**src/rtl/mem_bist_ctrl.sv**
```systemverilog
// -----------------------------------------------------------------------------
// mem_bist_ctrl
//
// Built-in self-test controller for a single-port memory with a valid/ready
// request handshake. A start pulse writes the pattern P(a) = seed ^ a to every
// address, reads every address back and compares each word against P(a).
// At most one request is outstanding at any time, and every access is bounded
// by a wait-cycle timeout.
//
// Ports:
//   clk_i            clock, rising edge
//   rst_i            synchronous active-high reset
//   start_i          start pulse, accepted only in IDLE or DONE
//   seed_i           pattern seed, captured on an accepted start
//   valid_o          request valid (one-cycle pulse per access)
//   wr_rd_en_o       1 = write, 0 = read
//   addr_o           request address
//   wdata_o          write data (P(addr), also driven during reads)
//   ready_i          memory ready / response strobe
//   rdata_i          memory read data, valid with ready_i during a read wait
//   busy_o           run in progress
//   done_o           run finished; results valid and held
//   pass_o           no miscompare and no timeout
//   timeout_o        run aborted on a handshake timeout
//   err_cnt_o        number of read miscompares
//   first_err_addr_o address of the first miscompare (0 if none)
// -----------------------------------------------------------------------------
module mem_bist_ctrl #(
    parameter int WIDTH      = 16,
    parameter int DEPTH      = 64,
    parameter int ADDR_WIDTH = $clog2(DEPTH),
    parameter int TIMEOUT    = 15
) (
    input  logic                  clk_i,
    input  logic                  rst_i,
    input  logic                  start_i,
    input  logic [WIDTH-1:0]      seed_i,
    output logic                  valid_o,
    output logic                  wr_rd_en_o,
    output logic [ADDR_WIDTH-1:0] addr_o,
    output logic [WIDTH-1:0]      wdata_o,
    input  logic                  ready_i,
    input  logic [WIDTH-1:0]      rdata_i,
    output logic                  busy_o,
    output logic                  done_o,
    output logic                  pass_o,
    output logic                  timeout_o,
    output logic [ADDR_WIDTH:0]   err_cnt_o,
    output logic [ADDR_WIDTH-1:0] first_err_addr_o
);

    localparam int CNT_W = $clog2(TIMEOUT + 1);
    localparam logic [ADDR_WIDTH-1:0] LAST_ADDR  = ADDR_WIDTH'(DEPTH - 1);
    localparam logic [CNT_W-1:0]      CNT_EXPIRE = CNT_W'(TIMEOUT - 1);

    typedef enum logic [2:0] {
        ST_IDLE    = 3'd0,
        ST_WR_REQ  = 3'd1,
        ST_WR_WAIT = 3'd2,
        ST_RD_REQ  = 3'd3,
        ST_RD_WAIT = 3'd4,
        ST_DONE    = 3'd5
    } state_t;

    // Test pattern for address a under seed s (address zero-extended).
    function automatic logic [WIDTH-1:0] pattern(input logic [ADDR_WIDTH-1:0] a,
                                                 input logic [WIDTH-1:0]      s);
        return s ^ WIDTH'(a);
    endfunction

    state_t                  state_q, state_d;
    logic [ADDR_WIDTH-1:0]   addr_q, addr_d;
    logic [WIDTH-1:0]        seed_q, seed_d;
    logic [CNT_W-1:0]        cnt_q, cnt_d;
    logic [ADDR_WIDTH:0]     err_q, err_d;
    logic [ADDR_WIDTH-1:0]   first_q, first_d;
    logic                    to_q, to_d;
    logic                    valid_q, valid_d;
    logic                    wr_q, wr_d;
    logic [WIDTH-1:0]        wdata_q, wdata_d;
    logic                    busy_q, busy_d;
    logic                    done_q, done_d;
    logic                    pass_q, pass_d;

    // Next-state, datapath and next-output logic; every output is derived
    // from the next state so the registered outputs line up with the state.
    always_comb begin
        state_d = state_q;
        addr_d  = addr_q;
        seed_d  = seed_q;
        cnt_d   = cnt_q;
        err_d   = err_q;
        first_d = first_q;
        to_d    = to_q;

        case (state_q)
            ST_IDLE, ST_DONE: begin
                if (start_i) begin
                    seed_d  = seed_i;
                    err_d   = '0;
                    first_d = '0;
                    to_d    = 1'b0;
                    addr_d  = '0;
                    state_d = ST_WR_REQ;
                end else begin
                    state_d = state_q;
                end
            end
            ST_WR_REQ: begin
                cnt_d   = '0;
                state_d = ST_WR_WAIT;
            end
            ST_WR_WAIT: begin
                if (ready_i) begin
                    if (addr_q == LAST_ADDR) begin
                        addr_d  = '0;
                        state_d = ST_RD_REQ;
                    end else begin
                        addr_d  = addr_q + 1'b1;
                        state_d = ST_WR_REQ;
                    end
                end else if (cnt_q == CNT_EXPIRE) begin
                    to_d    = 1'b1;
                    state_d = ST_DONE;
                end else begin
                    cnt_d = cnt_q + 1'b1;
                end
            end
            ST_RD_REQ: begin
                cnt_d   = '0;
                state_d = ST_RD_WAIT;
            end
            ST_RD_WAIT: begin
                if (ready_i) begin
                    if (rdata_i != pattern(addr_q, seed_q)) begin
                        err_d = err_q + 1'b1;
                        // Only the first miscompare of a run records its address.
                        if (err_q == '0) begin
                            first_d = addr_q;
                        end else begin
                            first_d = first_q;
                        end
                    end else begin
                        err_d = err_q;
                    end
                    if (addr_q == LAST_ADDR) begin
                        state_d = ST_DONE;
                    end else begin
                        addr_d  = addr_q + 1'b1;
                        state_d = ST_RD_REQ;
                    end
                end else if (cnt_q == CNT_EXPIRE) begin
                    to_d    = 1'b1;
                    state_d = ST_DONE;
                end else begin
                    cnt_d = cnt_q + 1'b1;
                end
            end
            default: begin
                state_d = ST_IDLE;
            end
        endcase

        valid_d = (state_d == ST_WR_REQ) || (state_d == ST_RD_REQ);
        wr_d    = (state_d == ST_WR_REQ) || (state_d == ST_WR_WAIT);
        wdata_d = pattern(addr_d, seed_d);
        busy_d  = (state_d != ST_IDLE) && (state_d != ST_DONE);
        done_d  = (state_d == ST_DONE);
        pass_d  = (state_d == ST_DONE) && (err_d == '0) && !to_d;
    end

    // State and output registers with synchronous reset.
    always_ff @(posedge clk_i) begin
        if (rst_i) begin
            state_q <= ST_IDLE;
            addr_q  <= '0;
            seed_q  <= '0;
            cnt_q   <= '0;
            err_q   <= '0;
            first_q <= '0;
            to_q    <= 1'b0;
            valid_q <= 1'b0;
            wr_q    <= 1'b0;
            wdata_q <= '0;
            busy_q  <= 1'b0;
            done_q  <= 1'b0;
            pass_q  <= 1'b0;
        end else begin
            state_q <= state_d;
            addr_q  <= addr_d;
            seed_q  <= seed_d;
            cnt_q   <= cnt_d;
            err_q   <= err_d;
            first_q <= first_d;
            to_q    <= to_d;
            valid_q <= valid_d;
            wr_q    <= wr_d;
            wdata_q <= wdata_d;
            busy_q  <= busy_d;
            done_q  <= done_d;
            pass_q  <= pass_d;
        end
    end

    assign valid_o          = valid_q;
    assign wr_rd_en_o       = wr_q;
    assign addr_o           = addr_q;
    assign wdata_o          = wdata_q;
    assign busy_o           = busy_q;
    assign done_o           = done_q;
    assign pass_o           = pass_q;
    assign timeout_o        = to_q;
    assign err_cnt_o        = err_q;
    assign first_err_addr_o = first_q;

endmodule

```
**config.mk**
```make
export PLATFORM = sky130hd
export DESIGN_NAME = mem_bist_ctrl
export DESIGN_NICKNAME = d
export VERILOG_FILES = /design/src/rtl/mem_bist_ctrl.sv
export SDC_FILE = /design/constraint.sdc
export NUM_CORES = 1
export LEC_CHECK = 0
export CAP_MARGIN = 20
export CORE_ASPECT_RATIO = 0.7
export CORE_MARGIN = 4
export CORE_UTILIZATION = 44
export CTS_BUF_LIST = sky130_fd_sc_hd__clkbuf_16
export DETAILED_ROUTE_END_ITERATION = 12
export PLACE_DENSITY = 0.76
export SLEW_MARGIN = 15
export SYNTH_ARGS = -nofsm -noshare
export SYNTH_HDL_FRONTEND = slang
export SYNTH_SLANG_ARGS = --single-unit
```
**constraint.sdc**
```tcl
create_clock -name clk_i -period 2.1 [get_ports clk_i]
set_clock_uncertainty 0.1 [all_clocks]
set_input_delay 0.42 -clock clk_i [delete_from_list [all_inputs] [get_ports clk_i]]
set_output_delay 0.42 -clock clk_i [all_outputs]
set_load 0.05 [all_outputs]
```
# == Word-level counts from Yosys, hierarchy flattened ==
# Cells that the tools add are included.
# word_totals
ff_bits,64
elab_cells,85
input_bits,36
out_inout_bits,41
# op_classes
n_addsub,3
n_eq_ne,19
reduce_logical,17
bitwise_logic,2
n_mux,31
# ops
op,n
2-to-1 mux 6 bit,9
2-to-1 mux 16 bit,2
bitwise XOR 16 x 6 -> 16 bit,2
2-to-1 mux 7 bit,3
case mux 6 bit (3 select lines),1
!= test 16 bit,1
2-to-1 mux 3 bit,5
case mux 3 bit (5 select lines),1
logical NOT 7 bit,2
case mux 7 bit (2 select lines),1
equality test 3 x 2 -> 1 bit (second input constant),4
!= test 2 bit (second input constant),6
case mux 6 bit (2 select lines),1
equality test 3 bit (second input constant),3
2-to-1 mux 4 bit,2
case mux 4 bit (2 select lines),1
adder 7 x 1 -> 7 bit (second input constant),1
adder 6 x 1 -> 6 bit (second input constant),1
equality test 3 x 1 -> 1 bit (second input constant),2
equality test 6 bit (second input constant),1
OR reduction 2 bit,3
AND reduction 5 bit,1
adder 4 x 1 -> 4 bit (second input constant),1
equality test 4 bit (second input constant),1
other kinds (11),17

# == Logic depth before layout (Yosys ltp) ==
# Gate-level depths: netlist of the first run.
# depth
ltp_word,8
ltp_mapped,10
mapped_depth_nobuf,9

# == Worst setup path after synthesis of the first run ==
# OpenSTA, ideal clock, no wires.
# synth_timing
path_kind,flip-flop to flip-flop
from,register addr_q[5] (netlist: addr_o[5])
to,register pass_q (netlist: pass_o)
stages_incl_launch_ff,9
setup_ns,0.092
t_arrival_ns,2.230
n_path_buf,1
slack_ns,-0.322
period_less_slack_ns,2.422
required_time_ns,1.908
cell_sequence,dfxtp_1 -> buf_2 -> xnor3_2 -> nand2_1 -> or4_4 -> nor2_4 -> o311a_2 -> nand3b_1 -> nor4_1
# synth_via
elab_chain_len,8
elab_cells_between_ends,15
# synth_rtl
element,line_no,source
start: declaration,72,"logic [ADDR_WIDTH-1:0] addr_q, addr_d;"
start signal: assignment,190,addr_q <= addr_d;
bitwise XOR 16 x 6 -> 16 bit,68,return s ^ WIDTH'(a);
!= test 16 bit,135,"if (rdata_i != pattern(addr_q, seed_q)) begin"
2-to-1 mux 7 bit,135,
2-to-1 mux 7 bit,134,if (ready_i) begin
case mux 7 bit (2 select lines),96,case (state_q)
logical NOT 7 bit,169,pass_d = (state_d == ST_DONE) && (err_d == '0) && !to_d;
logical AND 1 bit * (2 in series),169,
end signal: assignment,201,pass_q <= pass_d;
end: declaration,83,"logic pass_q, pass_d;"
# Mark *: on every way between the ends. The rest lies on a longest branch, timed or not.
# A chain may end at the register's enable or synchronous reset.

# == Worst setup path after layout of the first run ==
# layout_timing
from,register seed_q[4]
to,register pass_q (netlist: pass_o)
# layout_via
elab_chain_len,8
# layout_rtl
element,line_no,source
start: declaration,73,"logic [WIDTH-1:0] seed_q, seed_d;"
start signal: assignment,177,seed_q <= '0;
start signal: assignment,191,seed_q <= seed_d;
bitwise XOR 16 x 6 -> 16 bit,68,
!= test 16 bit,135,
2-to-1 mux 7 bit,135,
2-to-1 mux 7 bit,134,
case mux 7 bit (2 select lines),96,
logical NOT 7 bit,169,
logical AND 1 bit (2 in series),169,
# Every way passes these cells.

==> results of run 1 <==
[path summary, 6_finish.rpt]
path | startpoint | cells after the start | end
worst min register to register | seed_q[8] | 2 | seed_q[8]
worst min-delay path | seed_q[8] | 2 | seed_q[8]
worst max-delay path | seed_q[4] | 9 | pass_o
worst max register to register | seed_q[4] | 9 | pass_o
[timing repair]
action / in CTS / in global routing
resized for setup: 23 / 70
endpoints found under the setup margin: 26 / 25
buffers inserted: 7 / 7
gates cloned: 0 / 1
pin swaps: 19 / 37
hold buffers: 0 / 0
[state kept, by name, indices dropped and copies added, names as in the netlist]
name              flops
state_q               3
first_err_addr_o      6
pass_o                1
busy_o                1
err_cnt_o             7
seed_q               16
wdata_o               6
done_o                1
timeout_o             1
cnt_q                 4
valid_o               1
wr_rd_en_o            1
addr_o                6
[routing by layer]
metal | wire length [um] | global-route usage, % | up-vias
li1 | - | - | 1478
met1 | 4320 | 30.5 | 1471
met2 | 4210 | 33.3 | 95
met3 | 679 | 5.79 | 11
met4 | 119 | 4.98 | 0
met5 | 0 | 0 | -
[placed cells by master (no fill, tap or decap), drive strengths merged, types with 2 or more instances in the layout]
| master | n |
|---|---|
| a21bo | 2 |
| a21o | 2 |
| a21oi | 29 |
| a22o | 2 |
| a31oi | 8 |
| a41oi | 2 |
| and2 | 7 |
| and3 | 7 |
| buf | 83 |
| clkbuf | 9 |
| clkdlybuf4s50 | 45 |
| clkinv | 2 |
| dfxtp | 54 |
| dlygate4sd2 | 4 |
| dlymetal6s2s | 14 |
| ha | 6 |
| inv | 9 |
| mux2i | 6 |
| nand2 | 34 |
| nand2b | 10 |
| nand3 | 17 |
| nand4 | 5 |
| nor2 | 35 |
| nor2b | 6 |
| nor3 | 7 |
| nor4 | 4 |
| o211ai | 3 |
| o21a | 6 |
| o21ai | 9 |
| o22ai | 2 |
| or4 | 3 |
| xnor2 | 11 |
| xnor3 | 6 |
| xor2 | 9 |
[metrics by stage]
stage	cells	area (sq um)
2_1_floorplan	349	3040
3_3_place_gp	548	4160
3_5_place_dp	548	4160
4_1_cts	563	4420
5_1_grt	571	4730
6_report	571	4730
[cell families after synthesis]
group / Yosys count
buf+inv: 37
simple gates: 140
flops: 54
compound gates: 79
fa+ha+maj: 6
mux: 7
xor+xnor: 26
[power breakdown]
part	total, mW	internal (mW)	switching [mW]
sequential	1.10	1.07	0.0387
combinational	0.742	0.352	0.390
clock	0.808	0.436	0.372
total	2.65	1.85	0.801
[worst register-to-register path, cell delays in order (launching register included)]
cell and delay (ns):
sky130_fd_sc_hd__dfxtp_2 0.33, sky130_fd_sc_hd__xnor3_1 0.33, sky130_fd_sc_hd__nand4_4 0.14, sky130_fd_sc_hd__buf_12 0.15, sky130_fd_sc_hd__nor4_4 0.23, sky130_fd_sc_hd__buf_4 0.17
sky130_fd_sc_hd__a21oi_2 0.05, sky130_fd_sc_hd__a221oi_2 0.23, sky130_fd_sc_hd__nand3b_1 0.15, sky130_fd_sc_hd__nor4_1 0.30
[area by class of cell]
| type | instances | area share, % |
|---|---|---|
| Multi-Input combinational cell | 259 | 42.1 |
| Timing Repair Buffer | 150 | 28.2 |
| Sequential cell | 54 | 23.5 |
| Clock buffer | 5 | 2.65 |
| Tap cell | 91 | 2.41 |
| Inverter | 9 | 0.715 |
| Clock inverter | 3 | 0.344 |
==> flow_results.xml, run 1 <==
<?xml version="1.0" encoding="UTF-8"?>
<metrics>
  <group name="routing">
    <metric name="vias_per_cell" unit="">5.35</metric>
    <metric name="detailedRoute.firstPassIterationCount" unit="">4</metric>
    <metric name="drc" unit="">0</metric>
    <metric name="routed-via-count" unit="">3055</metric>
    <metric name="detailedRoute.firstIterationViolations" unit="">164</metric>
    <metric name="wl_per_cell" unit="um">16.3</metric>
    <metric name="final_antenna_net_count" unit="">0</metric>
    <metric name="postRouteWirelength" unit="um">9330</metric>
  </group>
  <group name="hold_path">
    <metric name="timing.hold.worst.class" unit="">reg2reg</metric>
  </group>
  <group name="timing">
    <metric name="min_period_over_period" unit="%">108</metric>
    <metric name="finalHoldViolCount" unit="">0</metric>
    <metric name="rsz0062_at_grt" unit="">true</metric>
    <metric name="setup_violations" unit="">9</metric>
    <metric name="setup_total_negative_slack" unit="ns">-0.960</metric>
    <metric name="slew-limit-headroom" unit="%">64.2</metric>
    <metric name="setup_slack" unit="ns">-0.170</metric>
    <metric name="max_clock_freq" unit="GHz">0.441</metric>
    <metric name="finalHoldWorstSlack" unit="ns">0.382</metric>
    <metric name="layout_min_cycle_time" unit="ns">2.27</metric>
    <metric name="worst-slew-pin-transition" unit="ns">0.535</metric>
    <metric name="drv_slew" unit="">0</metric>
  </group>
  <group name="final_layout">
    <metric name="area_growth" unit="%">57.9</metric>
    <metric name="fill_cells" unit="">467</metric>
    <metric name="post_route_cells_drive_above_1_share" unit="%">35.0</metric>
    <metric name="design.final.nets" unit="">521</metric>
    <metric name="antenna_cell_count" unit="">0</metric>
    <metric name="finish.utilization" unit="%">73.9</metric>
    <metric name="seq_area" unit="sq um">1110</metric>
    <metric name="multi_input_area" unit="sq um">1990</metric>
  </group>
  <group name="synthesis">
    <metric name="synthesis.nets" unit="">391</metric>
    <metric name="synth_cells" unit="">349</metric>
    <metric name="post_synth_main_area_contributors" unit="">sky130_fd_sc_hd__dfxtp_1 36%, sky130_fd_sc_hd__a21oi_1 4.7%, sky130_fd_sc_hd__nand2_1 4.3%</metric>
    <metric name="synth_compound_area_share" unit="%">17.8</metric>
    <metric name="postSynth.asyncResetShare" unit="%">0</metric>
    <metric name="syn_avg_cell_area" unit="sq um">8.58</metric>
    <metric name="dominant_combinational_cell_family_by_area_after_synthesis" unit="">simple AND/OR/NAND/NOR gates</metric>
    <metric name="synth_adder_area_share" unit="%">2.51</metric>
    <metric name="mappedNetlistArea" unit="sq um">2990</metric>
    <metric name="synth_top_area_share" unit="%">36.1</metric>
    <metric name="synth.top_cells.by_count" unit="">54 x sky130_fd_sc_hd__dfxtp_1, 34 x sky130_fd_sc_hd__nand2_1, 34 x sky130_fd_sc_hd__nor2_1</metric>
    <metric name="yosysUniqueCellTypes" unit="">63</metric>
    <metric name="synth.ff_latch_count" unit="">54</metric>
    <metric name="synth-main-ff-cell" unit="">sky130_fd_sc_hd__dfxtp_1</metric>
    <metric name="yosysMostFrequentCell" unit="">sky130_fd_sc_hd__dfxtp_1</metric>
    <metric name="simple_gate_portion_of_the_synthesized_area" unit="%">24.1</metric>
    <metric name="yosys-mux-area-fraction" unit="%">2.38</metric>
    <metric name="ys.warnings.count" unit="">0</metric>
    <metric name="synth-seq-area-share" unit="%">36.1</metric>
    <metric name="synthXorXnorAreaFrac" unit="%">10.5</metric>
    <metric name="synth_enable_flop_cells" unit="">0</metric>
    <metric name="netlist.top_cell.by_area" unit="">sky130_fd_sc_hd__dfxtp_1</metric>
  </group>
  <group name="placement">
    <metric name="dp_hpwl" unit="um">6460</metric>
    <metric name="place_worst_setup_slack" unit="ns">-0.650</metric>
    <metric name="placement.io_buffers" unit="">76</metric>
    <metric name="gp_congestion" unit="">0.937</metric>
  </group>
  <group name="cts">
    <metric name="cts_htree_levels" unit="">2</metric>
    <metric name="cts_tree" unit="">done</metric>
    <metric name="clock_insertion_delay_worst_skew" unit="ns">0.30</metric>
    <metric name="ctsLongestPathBuffers" unit="">2</metric>
    <metric name="clock_tree.root_cell" unit="">sky130_fd_sc_hd__clkbuf_16</metric>
    <metric name="cts_sinks" unit="">54</metric>
    <metric name="worst_setup_hold_path_clk_slew" unit="ns">0.07</metric>
    <metric name="tritoncts.num_buffers" unit="">5</metric>
  </group>
  <group name="global_route">
    <metric name="grt_max_degree" unit="">45</metric>
    <metric name="grt_pass1_wl" unit="um">14400</metric>
    <metric name="all_layer_gr_usage" unit="%">21.7</metric>
    <metric name="antenna_found_initial" unit="">0</metric>
    <metric name="globalRouteOverflowTotal" unit="">0</metric>
    <metric name="first_global_vias" unit="">2947</metric>
  </group>
  <group name="worst_setup_path">
    <metric name="max_stage_delay" unit="ns">0.33</metric>
    <metric name="critPathLaunchType" unit="">flop</metric>
    <metric name="critical_path_cell_with_the_highest_stage_delay" unit="">sky130_fd_sc_hd__dfxtp_2</metric>
    <metric name="path_max_fanout" unit="">2</metric>
    <metric name="critical_path_buffer_and_inverter_count" unit="">2</metric>
    <metric name="largest_delay_contributor_family_on_the_critical_path" unit="">simple AND/OR/NAND/NOR gates</metric>
    <metric name="path_cells" unit="">xnor3_1 -&gt; nand4_4 -&gt; buf_12 -&gt; nor4_4 -&gt; buf_4 -&gt; a21oi_2 -&gt; a221oi_2 -&gt; nand3b_1 -&gt; nor4_1</metric>
    <metric name="crit_required" unit="ns">2.20</metric>
    <metric name="cp_data_arrival_time" unit="ns">2.37</metric>
    <metric name="criticalPathCategory" unit="">reg2reg</metric>
    <metric name="reg2reg_setup_slack" unit="ns">-0.17</metric>
    <metric name="setup.worst_path.end_class" unit="">flop</metric>
  </group>
  <group name="die">
    <metric name="initial_util" unit="%">46.8</metric>
    <metric name="io_pins" unit="">77</metric>
    <metric name="placeable_core_area" unit="sq um">6400</metric>
    <metric name="chipHeight" unit="um">77.0</metric>
    <metric name="chipWidth" unit="um">107</metric>
    <metric name="die_area" unit="sq um">8210</metric>
    <metric name="placement_rows" unit="">24</metric>
  </group>
  <group name="pwr">
    <metric name="totalPowerFinal" unit="mW">2.65</metric>
    <metric name="standby_leakage_power" unit="nW">2.08</metric>
    <metric name="cellPowerDensity" unit="nW/um^2">562</metric>
    <metric name="vdd_drop_max" unit="V">0.000354</metric>
  </group>
  <group name="run_status">
    <metric name="run_status" unit="">finished with violations</metric>
    <metric name="failed_checks" unit="">setup timing</metric>
  </group>
  <group name="flow_run">
    <metric name="cap_viol_max_count" unit="">0</metric>
  </group>
</metrics>
No activity file was read; power rests on OpenSTA's default activity.
==> inputs of run 2 (changes only) <==
--- a/constraint.sdc
+++ b/constraint.sdc
@@ -3,3 +3,3 @@
 set_input_delay 0.42 -clock clk_i [delete_from_list [all_inputs] [get_ports clk_i]]
 set_output_delay 0.42 -clock clk_i [all_outputs]
-set_load 0.05 [all_outputs]
+set_load 0.1 [all_outputs]
==> flow_results.xml, run 2 (same netlist as run 1, synthesis figures left out) <==
<?xml version="1.0" encoding="UTF-8"?>
<metrics>
  <group name="run_status">
    <metric name="run_status" unit="">finished with violations</metric>
    <metric name="failed_checks" unit="">setup timing</metric>
  </group>
  <group name="timing">
    <metric name="finalHoldWorstSlack" unit="ns">0.386</metric>
    <metric name="finalHoldViolCount" unit="">0</metric>
    <metric name="setup_total_negative_slack" unit="ns">-0.662</metric>
    <metric name="setup_slack" unit="ns">-0.129</metric>
    <metric name="max_clock_freq" unit="GHz">0.449</metric>
    <metric name="worst-slew-pin-transition" unit="ns">0.524</metric>
    <metric name="slew-limit-headroom" unit="%">65.1</metric>
    <metric name="drv_slew" unit="">0</metric>
    <metric name="rsz0062_at_grt" unit="">true</metric>
    <metric name="layout_min_cycle_time" unit="ns">2.23</metric>
    <metric name="min_period_over_period" unit="%">106</metric>
    <metric name="setup_violations" unit="">11</metric>
  </group>
  <group name="routing">
    <metric name="postRouteWirelength" unit="um">9360</metric>
    <metric name="routed-via-count" unit="">3039</metric>
    <metric name="detailedRoute.firstPassIterationCount" unit="">5</metric>
    <metric name="wl_per_cell" unit="um">16.6</metric>
    <metric name="vias_per_cell" unit="">5.41</metric>
    <metric name="drc" unit="">0</metric>
    <metric name="final_antenna_net_count" unit="">0</metric>
    <metric name="detailedRoute.firstIterationViolations" unit="">196</metric>
  </group>
  <group name="placement">
    <metric name="placedInstanceArea" unit="sq um">4090</metric>
    <metric name="gp_congestion" unit="">0.866</metric>
    <metric name="place_worst_setup_slack" unit="ns">-0.713</metric>
    <metric name="dp_hpwl" unit="um">6400</metric>
    <metric name="placement.io_buffers" unit="">76</metric>
  </group>
  <group name="die">
    <metric name="initial_util" unit="%">46.8</metric>
    <metric name="chipHeight" unit="um">77.0</metric>
    <metric name="io_pins" unit="">77</metric>
    <metric name="placeable_core_area" unit="sq um">6400</metric>
    <metric name="chipWidth" unit="um">107</metric>
    <metric name="die_area" unit="sq um">8210</metric>
    <metric name="placement_rows" unit="">24</metric>
  </group>
  <group name="cts">
    <metric name="ctsLongestPathBuffers" unit="">2</metric>
    <metric name="cts_htree_levels" unit="">2</metric>
    <metric name="worst_setup_hold_path_clk_slew" unit="ns">0.07</metric>
    <metric name="clock_tree.root_cell" unit="">sky130_fd_sc_hd__clkbuf_16</metric>
    <metric name="tritoncts.num_buffers" unit="">5</metric>
    <metric name="cts_tree" unit="">done</metric>
    <metric name="cts_sinks" unit="">54</metric>
    <metric name="postCtsHoldBufs" unit="">0</metric>
    <metric name="clock_insertion_delay_worst_skew" unit="ns">0.30</metric>
  </group>
  <group name="worst_setup_path">
    <metric name="reg2reg_setup_slack" unit="ns">-0.13</metric>
    <metric name="worst_r2r_endpoint" unit="">first_err_addr_o[1]</metric>
    <metric name="path_max_fanout" unit="">6</metric>
    <metric name="cp_data_arrival_time" unit="ns">2.36</metric>
    <metric name="path_cells" unit="">xnor3_2 -&gt; nand4_4 -&gt; buf_6 -&gt; nor4_4 -&gt; buf_4 -&gt; a211oi_4 -&gt; o21a_2 -&gt; nand3_1 -&gt; a21oi_2</metric>
    <metric name="critical_path_cell_with_the_highest_stage_delay" unit="">sky130_fd_sc_hd__xnor3_2</metric>
    <metric name="criticalPathCategory" unit="">reg2reg</metric>
    <metric name="crit_required" unit="ns">2.23</metric>
    <metric name="r2r.worst_path.cells" unit="">9</metric>
    <metric name="critPathLaunchType" unit="">flop</metric>
    <metric name="setup.worst_path.end_class" unit="">flop</metric>
    <metric name="r2r-start" unit="">addr_o[0]</metric>
    <metric name="max_stage_delay" unit="ns">0.45</metric>
  </group>
  <group name="flow_run">
    <metric name="cap_viol_max_count" unit="">0</metric>
  </group>
  <group name="pwr">
    <metric name="cellPowerDensity" unit="nW/um^2">628</metric>
    <metric name="totalPowerFinal" unit="mW">2.93</metric>
    <metric name="standby_leakage_power" unit="nW">2.01</metric>
    <metric name="vdd_drop_max" unit="V">0.000353</metric>
  </group>
  <group name="global_route">
    <metric name="globalRouteOverflowTotal" unit="">0</metric>
    <metric name="grt_max_degree" unit="">45</metric>
    <metric name="grt_pass1_wl" unit="um">14700</metric>
    <metric name="all_layer_gr_usage" unit="%">22.0</metric>
    <metric name="first_global_vias" unit="">2957</metric>
    <metric name="antenna_found_initial" unit="">0</metric>
  </group>
  <group name="final_layout">
    <metric name="max_ffs_per_register" unit="">16</metric>
    <metric name="final_cell_area" unit="sq um">4660</metric>
    <metric name="design.final.nets" unit="">512</metric>
    <metric name="post_route_cells_drive_above_1_share" unit="%">40.3</metric>
    <metric name="layout_commonest_cell" unit="">sky130_fd_sc_hd__buf_4</metric>
    <metric name="mostFrequentLayoutCells" unit="">96 x sky130_fd_sc_hd__buf_4, 40 x sky130_fd_sc_hd__dfxtp_1, 33 x sky130_fd_sc_hd__nand2_1, 32 x sky130_fd_sc_hd__nor2_1</metric>
    <metric name="antenna_cell_count" unit="">0</metric>
    <metric name="area_growth" unit="%">55.6</metric>
    <metric name="max_flop_register" unit="">seed_q</metric>
  </group>
  <group name="hold_path">
    <metric name="hold_end" unit="">seed_q[15]</metric>
    <metric name="timing.hold.worst.class" unit="">reg2reg</metric>
    <metric name="worst_hold_startpoint" unit="">seed_q[15]</metric>
    <metric name="timing.hold.worst_path_depth" unit="">2</metric>
  </group>
</metrics>
run 2: cell count changes in the layout (fill, tap and decap cells not counted), sizes merged:
cell           delta
clkinv            -2
bufinv            +1
buf              +23
dlygate4sd2       +5
dlymetal6s2s      -8
clkdlybuf4s50    -25
inv               +1
clkbuf            -4
run 2: area by class of cell:
cell class	instances	area, sq um
multi-input combinational	259	2000
fill	472	1740
clock buffer	5	125
timing repair buffer	141	1210
inverter	9	33.8
tap	91	114
sequential	54	1120
clock inverter	3	48.8
run 2: how the worst max path moves through the flow:
stage | from | endpoint | slack (ns) | depth (start not counted)
2_1_floorplan | rdata_i[4] | pass_o | 0.0005 | 7
4_1_cts | addr_o[4] | pass_o | -0.13 | 7
3_3_place_gp | rdata_i[0] | pass_o | -0.66 | 8
3_5_place_dp | rdata_i[2] | pass_o | -0.71 | 8
5_1_grt | rdata_i[12] | pass_o | -0.22 | 9
6_report | addr_o[0] | first_err_addr_o[1] | -0.13 | 9
run 2: critical path: cells and delay by family, from the launching register on:
kind / cells / cell delay, ns
AO/OA/AOI/OAI: 3 / 0.70
XOR/XNOR: 1 / 0.45
flip-flops: 1 / 0.35
AND/OR/NAND/NOR: 3 / 0.31
buffers and inverters: 2 / 0.25
run 2: per-layer routing:
metal	share of wire [%]	track usage, %
met5	0	0
met4	2.0	4.60
met3	7.5	5.29
met2	47	35.6
met1	44	30.0
run 2: power by group:
group | switching (mW) | leakage, nW | total, mW | internal, mW
combinational | 0.513 | 1.48 | 0.840 | 0.328
clock | 0.416 | 0.0819 | 0.988 | 0.572
sequential | 0.0346 | 0.449 | 1.10 | 1.06
total | 0.963 | 2.01 | 2.93 | 1.96
run 2: per-stage QoR:
step / std cells / utilization [%]
after floorplan: 349 / -
after global placement: 541 / 63.9
after detailed placement: 541 / 63.9
after CTS: 558 / 69.5
after global routing: 562 / 72.8
final: 562 / 72.8
run 2: repair_timing:
action	CTS	global route
endpoints found under the setup margin	19	34
hold endpoints to repair	0	0
gates cloned	1	0
pin swaps	22	27
gates resized for setup	33	47
setup buffers	8	4
==> inputs of run 3 (changes only) <==
CAP_MARGIN = default   (was 20)
==> results of run 3 <==
Final layout, timing and power as in run 2 (identical DEF).
